==> src/rtl/pipe_ctrl_pkg.sv <==
// Shared definitions for the pipeline sequencer: state encoding, NOP encoding,
// and register-file geometry.
package pipe_ctrl_pkg;

  typedef enum logic [1:0] {
    ST_RUN   = 2'd0,
    ST_STALL = 2'd1,
    ST_HOLD  = 2'd2,
    ST_FLUSH = 2'd3
  } state_e;

  localparam logic [31:0] NOP_INST = 32'h00000013;
  localparam int          PKG_NREG = 32;
  localparam int          REG_AW   = 5;

endpackage

==> src/rtl/pipe_scoreboard.sv <==
// Pending-write scoreboard for long-latency results plus the ld-stage slot that
// lets a flush undo the scoreboard entry of the instruction it squashes.
module pipe_scoreboard
  import pipe_ctrl_pkg::*;
#(
  parameter int NREG = PKG_NREG
) (
  input  logic              clk,
  input  logic              rst,
  input  logic              i_issue,
  input  logic              i_hold,
  input  logic              i_flush,
  input  logic              i_id_valid,
  input  logic [REG_AW-1:0] i_rs1_addr,
  input  logic [REG_AW-1:0] i_rs2_addr,
  input  logic              i_rs1_used,
  input  logic              i_rs2_used,
  input  logic [REG_AW-1:0] i_rd_addr,
  input  logic              i_rd_wr,
  input  logic              i_long,
  input  logic              i_wb_valid,
  input  logic [REG_AW-1:0] i_wb_rd_addr,
  output logic              o_hazard,
  output logic [NREG-1:0]   o_sb
);

  logic [NREG-1:0]   r_sb;
  logic              r_slot_vld;
  logic [REG_AW-1:0] r_slot_rd;
  logic [NREG-1:0]   w_sb_nxt;
  logic              w_set;

  assign w_set = i_issue & i_rd_wr & i_long & (i_rd_addr != '0);

  // Hazard is looked up against the registered state, so a write-back only
  // releases a dependent instruction on the following cycle.
  assign o_hazard = i_id_valid & ((i_rs1_used & r_sb[i_rs1_addr]) |
                                  (i_rs2_used & r_sb[i_rs2_addr]));
  assign o_sb = r_sb;

  // Ordering: clears first, set last so a same-cycle set on the same index wins.
  always_comb begin
    w_sb_nxt = r_sb;
    if (i_wb_valid) w_sb_nxt[i_wb_rd_addr] = 1'b0;
    if (i_flush && r_slot_vld) w_sb_nxt[r_slot_rd] = 1'b0;
    if (w_set) w_sb_nxt[i_rd_addr] = 1'b1;
    w_sb_nxt[0] = 1'b0;
  end

  always_ff @(posedge clk) begin
    if (!rst) begin
      r_sb       <= '0;
      r_slot_vld <= 1'b0;
      r_slot_rd  <= '0;
    end else begin
      r_sb <= w_sb_nxt;
      if (i_issue) begin
        r_slot_vld <= w_set;
        r_slot_rd  <= i_rd_addr;
      end else if (!i_hold || i_flush) begin
        r_slot_vld <= 1'b0;
      end
    end
  end

endmodule

==> src/rtl/pipe_ctrl.sv <==
// Five-stage pipeline sequencer: load-use stalls, ex-busy holds, and jump
// redirect with a timed flush of the if/id and ld registers.
module pipe_ctrl
  import pipe_ctrl_pkg::*;
#(
  parameter int FLUSH_CYCLES = 2,
  parameter int XLEN         = 32,
  parameter int NREG         = PKG_NREG
) (
  input  logic            clk,
  input  logic            rst,
  input  logic            id_valid_i,
  input  logic [4:0]      id_rs1_addr_i,
  input  logic [4:0]      id_rs2_addr_i,
  input  logic            id_rs1_used_i,
  input  logic            id_rs2_used_i,
  input  logic [4:0]      id_rd_addr_i,
  input  logic            id_rd_wr_i,
  input  logic            id_long_i,
  input  logic            wb_valid_i,
  input  logic [4:0]      wb_rd_addr_i,
  input  logic            ex_busy_i,
  input  logic            ex_jump_i,
  input  logic [XLEN-1:0] ex_jump_addr_i,
  output logic            pc_hold_o,
  output logic            if_id_hold_o,
  output logic            ld_bubble_o,
  output logic            ld_hold_o,
  output logic            if_id_flush_o,
  output logic            ld_flush_o,
  output logic            pc_load_o,
  output logic [XLEN-1:0] pc_load_addr_o,
  output logic            issue_o,
  output logic [1:0]      state_o,
  output logic [NREG-1:0] sb_o
);

  logic [2:0]      r_flush_cnt;
  state_e          w_state;
  logic            w_flush;
  logic            w_hazard;
  logic [NREG-1:0] w_sb;

  // A fresh jump flushes immediately; the counter only covers the tail cycles.
  assign w_flush = ex_jump_i | (r_flush_cnt != 3'd0);

  always_comb begin
    w_state = ST_RUN;
    if (w_flush)        w_state = ST_FLUSH;
    else if (ex_busy_i) w_state = ST_HOLD;
    else if (w_hazard)  w_state = ST_STALL;
  end

  always_ff @(posedge clk) begin
    if (!rst)                  r_flush_cnt <= 3'd0;
    else if (ex_jump_i)        r_flush_cnt <= 3'(FLUSH_CYCLES - 1);
    else if (r_flush_cnt != 0) r_flush_cnt <= r_flush_cnt - 3'd1;
  end

  assign issue_o        = rst & (w_state == ST_RUN) & id_valid_i;
  assign pc_hold_o      = rst & ((w_state == ST_STALL) | (w_state == ST_HOLD));
  assign if_id_hold_o   = pc_hold_o;
  assign ld_bubble_o    = rst & (w_state == ST_STALL);
  assign ld_hold_o      = rst & (w_state == ST_HOLD);
  assign if_id_flush_o  = rst & (w_state == ST_FLUSH);
  assign ld_flush_o     = if_id_flush_o;
  assign pc_load_o      = rst & ex_jump_i;
  assign pc_load_addr_o = pc_load_o ? ex_jump_addr_i : '0;
  assign state_o        = rst ? w_state : ST_RUN;
  assign sb_o           = rst ? w_sb : '0;

  pipe_scoreboard #(.NREG(NREG)) u_sb (
    .clk          (clk),
    .rst          (rst),
    .i_issue      (issue_o),
    .i_hold       (ld_hold_o),
    .i_flush      (ld_flush_o),
    .i_id_valid   (id_valid_i),
    .i_rs1_addr   (id_rs1_addr_i),
    .i_rs2_addr   (id_rs2_addr_i),
    .i_rs1_used   (id_rs1_used_i),
    .i_rs2_used   (id_rs2_used_i),
    .i_rd_addr    (id_rd_addr_i),
    .i_rd_wr      (id_rd_wr_i),
    .i_long       (id_long_i),
    .i_wb_valid   (wb_valid_i),
    .i_wb_rd_addr (wb_rd_addr_i),
    .o_hazard     (w_hazard),
    .o_sb         (w_sb)
  );

endmodule

==> config.mk <==
export PLATFORM = sky130hd
export DESIGN_NAME = pipe_ctrl
export DESIGN_NICKNAME = d
export VERILOG_FILES = /design/src/rtl/pipe_ctrl_pkg.sv /design/src/rtl/pipe_scoreboard.sv /design/src/rtl/pipe_ctrl.sv
export SDC_FILE = /design/constraint.sdc
export NUM_CORES = 1
export LEC_CHECK = 0
export ABC_AREA = 1
export BUFFER_PORTS_ARGS = -buffer_cell sky130_fd_sc_hd__buf_2
export CELL_PAD_IN_SITES_DETAIL_PLACEMENT = 1
export CELL_PAD_IN_SITES_GLOBAL_PLACEMENT = 2
export CORE_MARGIN = 1
export CORE_UTILIZATION = 27
export DETAILED_ROUTE_END_ITERATION = 8
export GPL_TIMING_DRIVEN = 0
export PLACE_DENSITY = 0.95
export SYNTH_ARGS = -nofsm -noshare
export SYNTH_HDL_FRONTEND = slang
export SYNTH_HIERARCHICAL = 1
export SYNTH_SLANG_ARGS = --single-unit
==> constraint.sdc <==
create_clock -name clk -period 4.1 [get_ports clk]
set_clock_uncertainty 0.15 [all_clocks]
set_input_delay 0.82 -clock clk [delete_from_list [all_inputs] [get_ports clk]]
set_output_delay 0.82 -clock clk [all_outputs]
set_load 0.02 [all_outputs]
==> impl_metrics.env <==
export IMPL_viasPerCell=4.91
export IMPL_critPathLaunchType="input pin"
export IMPL_first_iter_violations=192
export IMPL_cts_sinks=40
export IMPL_start_util_pct=27.5
export IMPL_cts_root_buffer="clkbuf_16"
export IMPL_fp_coreArea_mm2=0.0132
export IMPL_ys_async_sr_fraction_pct=0
export IMPL_ys_flop_type="dfxtp_1"
export IMPL_netlist_area_mm2=0.00363
export IMPL_syn_num_nets=633
export IMPL_fin_setup_tns_ns=0
export IMPL_final_cell_mix="nand2_1 (132), buf_2 (132), inv_1 (123), nand3_1 (73), dfxtp_1 (40)"
export IMPL_synth_seq_area_share_pct=22.0
export IMPL_cts_tree="yes"
export IMPL_max_cap_violations=0
export IMPL_synth_area_leaders="dfxtp_1 (22%), nand2_1 (14%), inv_1 (13%), nand3_1 (10%), nor2_4 (9.0%)"
export IMPL_fin_ws_ns=0.154
export IMPL_path_clk_slew_ns=0.06
export IMPL_synth_edf_count=0
export IMPL_critPathCaptureType="output pin"
export IMPL_fin_nets=775
export IMPL_cellLeakagePower_uw=0.00250
export IMPL_grt_pass1_wl_mm=22.8
export IMPL_required_ns=3.13
export IMPL_grt_max_degree=13
export IMPL_hold_viol=0
export IMPL_post_route_drc_count=0
export IMPL_synth_seq_cells=40
export IMPL_crit_type="input pin to output pin"
export IMPL_gp_congestion=0.916
export IMPL_yosysTopAreaCell="dfxtp_1"
export IMPL_clockBufferDepth=2
export IMPL_syn_avg_cell_area_um2=6.42
export IMPL_die_h_um=118
export IMPL_synthToLayoutAreaGrowth_pct=29.4
export IMPL_fmax_mhz=253
export IMPL_route_vias_total=4349
export IMPL_path_buf_inv=5
export IMPL_min_period_ns=3.95
export IMPL_rows=42
export IMPL_slew_headroom_pct=52.0
export IMPL_cts_hold_buf=0
export IMPL_worstHoldPathType="register to register"
export IMPL_fp_dieW_um=118
export IMPL_layout_drive_gt1_share_pct=31.6
export IMPL_numCtsBuffers=5
export IMPL_yosysUniqueCellTypes=34
export IMPL_synth_cells=566
export IMPL_cp_top_family="simple AND/OR/NAND/NOR gates"
export IMPL_setup_viol=0
export IMPL_pre_cts_ws_ns=0.0979
export IMPL_cp_cell_sequence="buf_4, clkinvlp_4, nor2_1, nand2_1, nand3_1, nand3_1, nand3_2, nand3_2, a21oi_2, nand2_1, nand2_1, inv_1, ha_1, nor2_2, buf_4, buf_2"
export IMPL_synth_top_area_share_pct=22.0
export IMPL_cp_slowest_cell="ha_1"
export IMPL_antenna_found_initial=0
export IMPL_ios=136
export IMPL_totalWireLength_mm=14.0
export IMPL_ir_worst_vdd_v=0.000148
export IMPL_dieArea_mm2=0.0139
export IMPL_antenna_cells=0
export IMPL_ys_warn_count=6
export IMPL_status="finished, final reports clean"
export IMPL_finalPower_uw=1090
export IMPL_critPathMaxFanout=9
export IMPL_ant_nets=0
export IMPL_place_hpwl_mm=11.3
export IMPL_cpMostUsedCell="nand2_1"
export IMPL_wl_per_cell_um=15.8
export IMPL_htreeDepth=2
export IMPL_clock_latency_ns=0.28
export IMPL_grt_usage_pct=20.4
export IMPL_slew_viol_final=0
export IMPL_dr_pass1_iters=4
export IMPL_powerDensity_mw_per_mm2=233
export IMPL_worst_pin_slew_ns=0.715
export IMPL_overflow=0
export IMPL_cpPeakStageDelay_ns=0.30
export IMPL_portBuffers=130
export IMPL_grt_pass1_vias=4626
export IMPL_fin_crit_sh_pct=96.2
export IMPL_cp_arrival_ns=2.98
cell usage after synthesis, types with 2 or more instances:
library cell	number
nor2_2	2
buf_6	5
a21oi_1	39
o21ai_0	5
nor3_4	3
nor2_1	11
buf_12	4
buf_8	2
nor2_4	29
buf_4	5
nand2_1	132
dfxtp_1	40
inv_1	125
o221ai_1	31
nand3_1	73
nand2_2	6
nand3_2	4
ha_1	5
buf_2	2
inv_4	2
nor3_1	14
inv_2	10
clkbuf_1	6
cells by family (layout without fill, tap and decap cells):
kind of cell	Yosys count	after routing	share of synthesized area, %
xor+xnor	1	1	0.241
fa+ha+maj	5	5	1.72
other cells	1	1	0.103
flops	40	40	22.0
buf+inv	161	304	20.8
simple gates	278	278	40.5
compound gates	80	80	14.6
state kept, by name (all words and copies together), names as in the netlist:
name	flops
r_flush_cnt	3
u_sb/r_slot_rd	5
u_sb/r_slot_vld	1
u_sb/o_sb	31
area by class of cell:
cell class | count | area [um^2]
tap | 176 | 220
clock inverter | 2 | 10.0
sequential | 40 | 801
inverter | 137 | 527
timing repair buffer | 135 | 688
buffer | 24 | 236
multi-input combinational | 365 | 2080
fill | 1735 | 8490
clock buffer | 6 | 139
timing repair:
item                                    in CTS  in global routing
endpoints found under the setup margin       0                  1
gates resized for setup                      0                  3
endpoints found under the hold margin        0                  0
buffers inserted                             0                  5
metrics by stage:
stage | std cells | instance area, um^2 | util (%) | hold slack (ns)
final | 885 | 4700 | 35.6 | 0.345
after global routing | 885 | 4700 | 35.6 | 0.388
after CTS | 880 | 4650 | 35.3 | 0.349
after detailed placement | 872 | 4500 | 34.1 | 0.340
after global placement | 872 | 4500 | 34.1 | 0.330
after floorplan | 566 | 3630 | - | 0.312
power by group:
part / leakage (uW) / internal, uW / switching [uW]
sequential: 0.000323 / 393 / 2.70
combinational: 0.00210 / 108 / 191
clock: 0.0000766 / 240 / 159
total: 0.00250 / 741 / 353
worst reg2reg max path: cells and delay by family, from the launching register on:
kind | cells | cell delay (ns)
simple gates | 12 | 1.89
compound gates | 2 | 0.27
buf+inv | 2 | 0.17
fa+ha+maj | 1 | 0.13
flops | 1 | 0.34
routing by layer:
layer | GRT usage, % | up-vias | share of wire [%]
met5 | 0 | - | 0
met1 | 24.0 | 2091 | 43
met3 | 2.76 | 33 | 4.9
li1 | - | 2071 | -
met2 | 37.5 | 154 | 50
met4 | 7.05 | 0 | 2.8
final timing paths:
check / start / end / slack [ns] / cells after the start
max: id_rs2_addr_i[1] / pc_hold_o / 0.15 / 16
min: u_sb/o_sb[31] / u_sb/o_sb[31] / 0.35 / 2
max reg2reg: u_sb/o_sb[21] / u_sb/o_sb[24] / 1.08 / 17
min reg2reg: u_sb/o_sb[31] / u_sb/o_sb[31] / 0.35 / 2
Note: power is estimated with default switching activity, not from simulation.
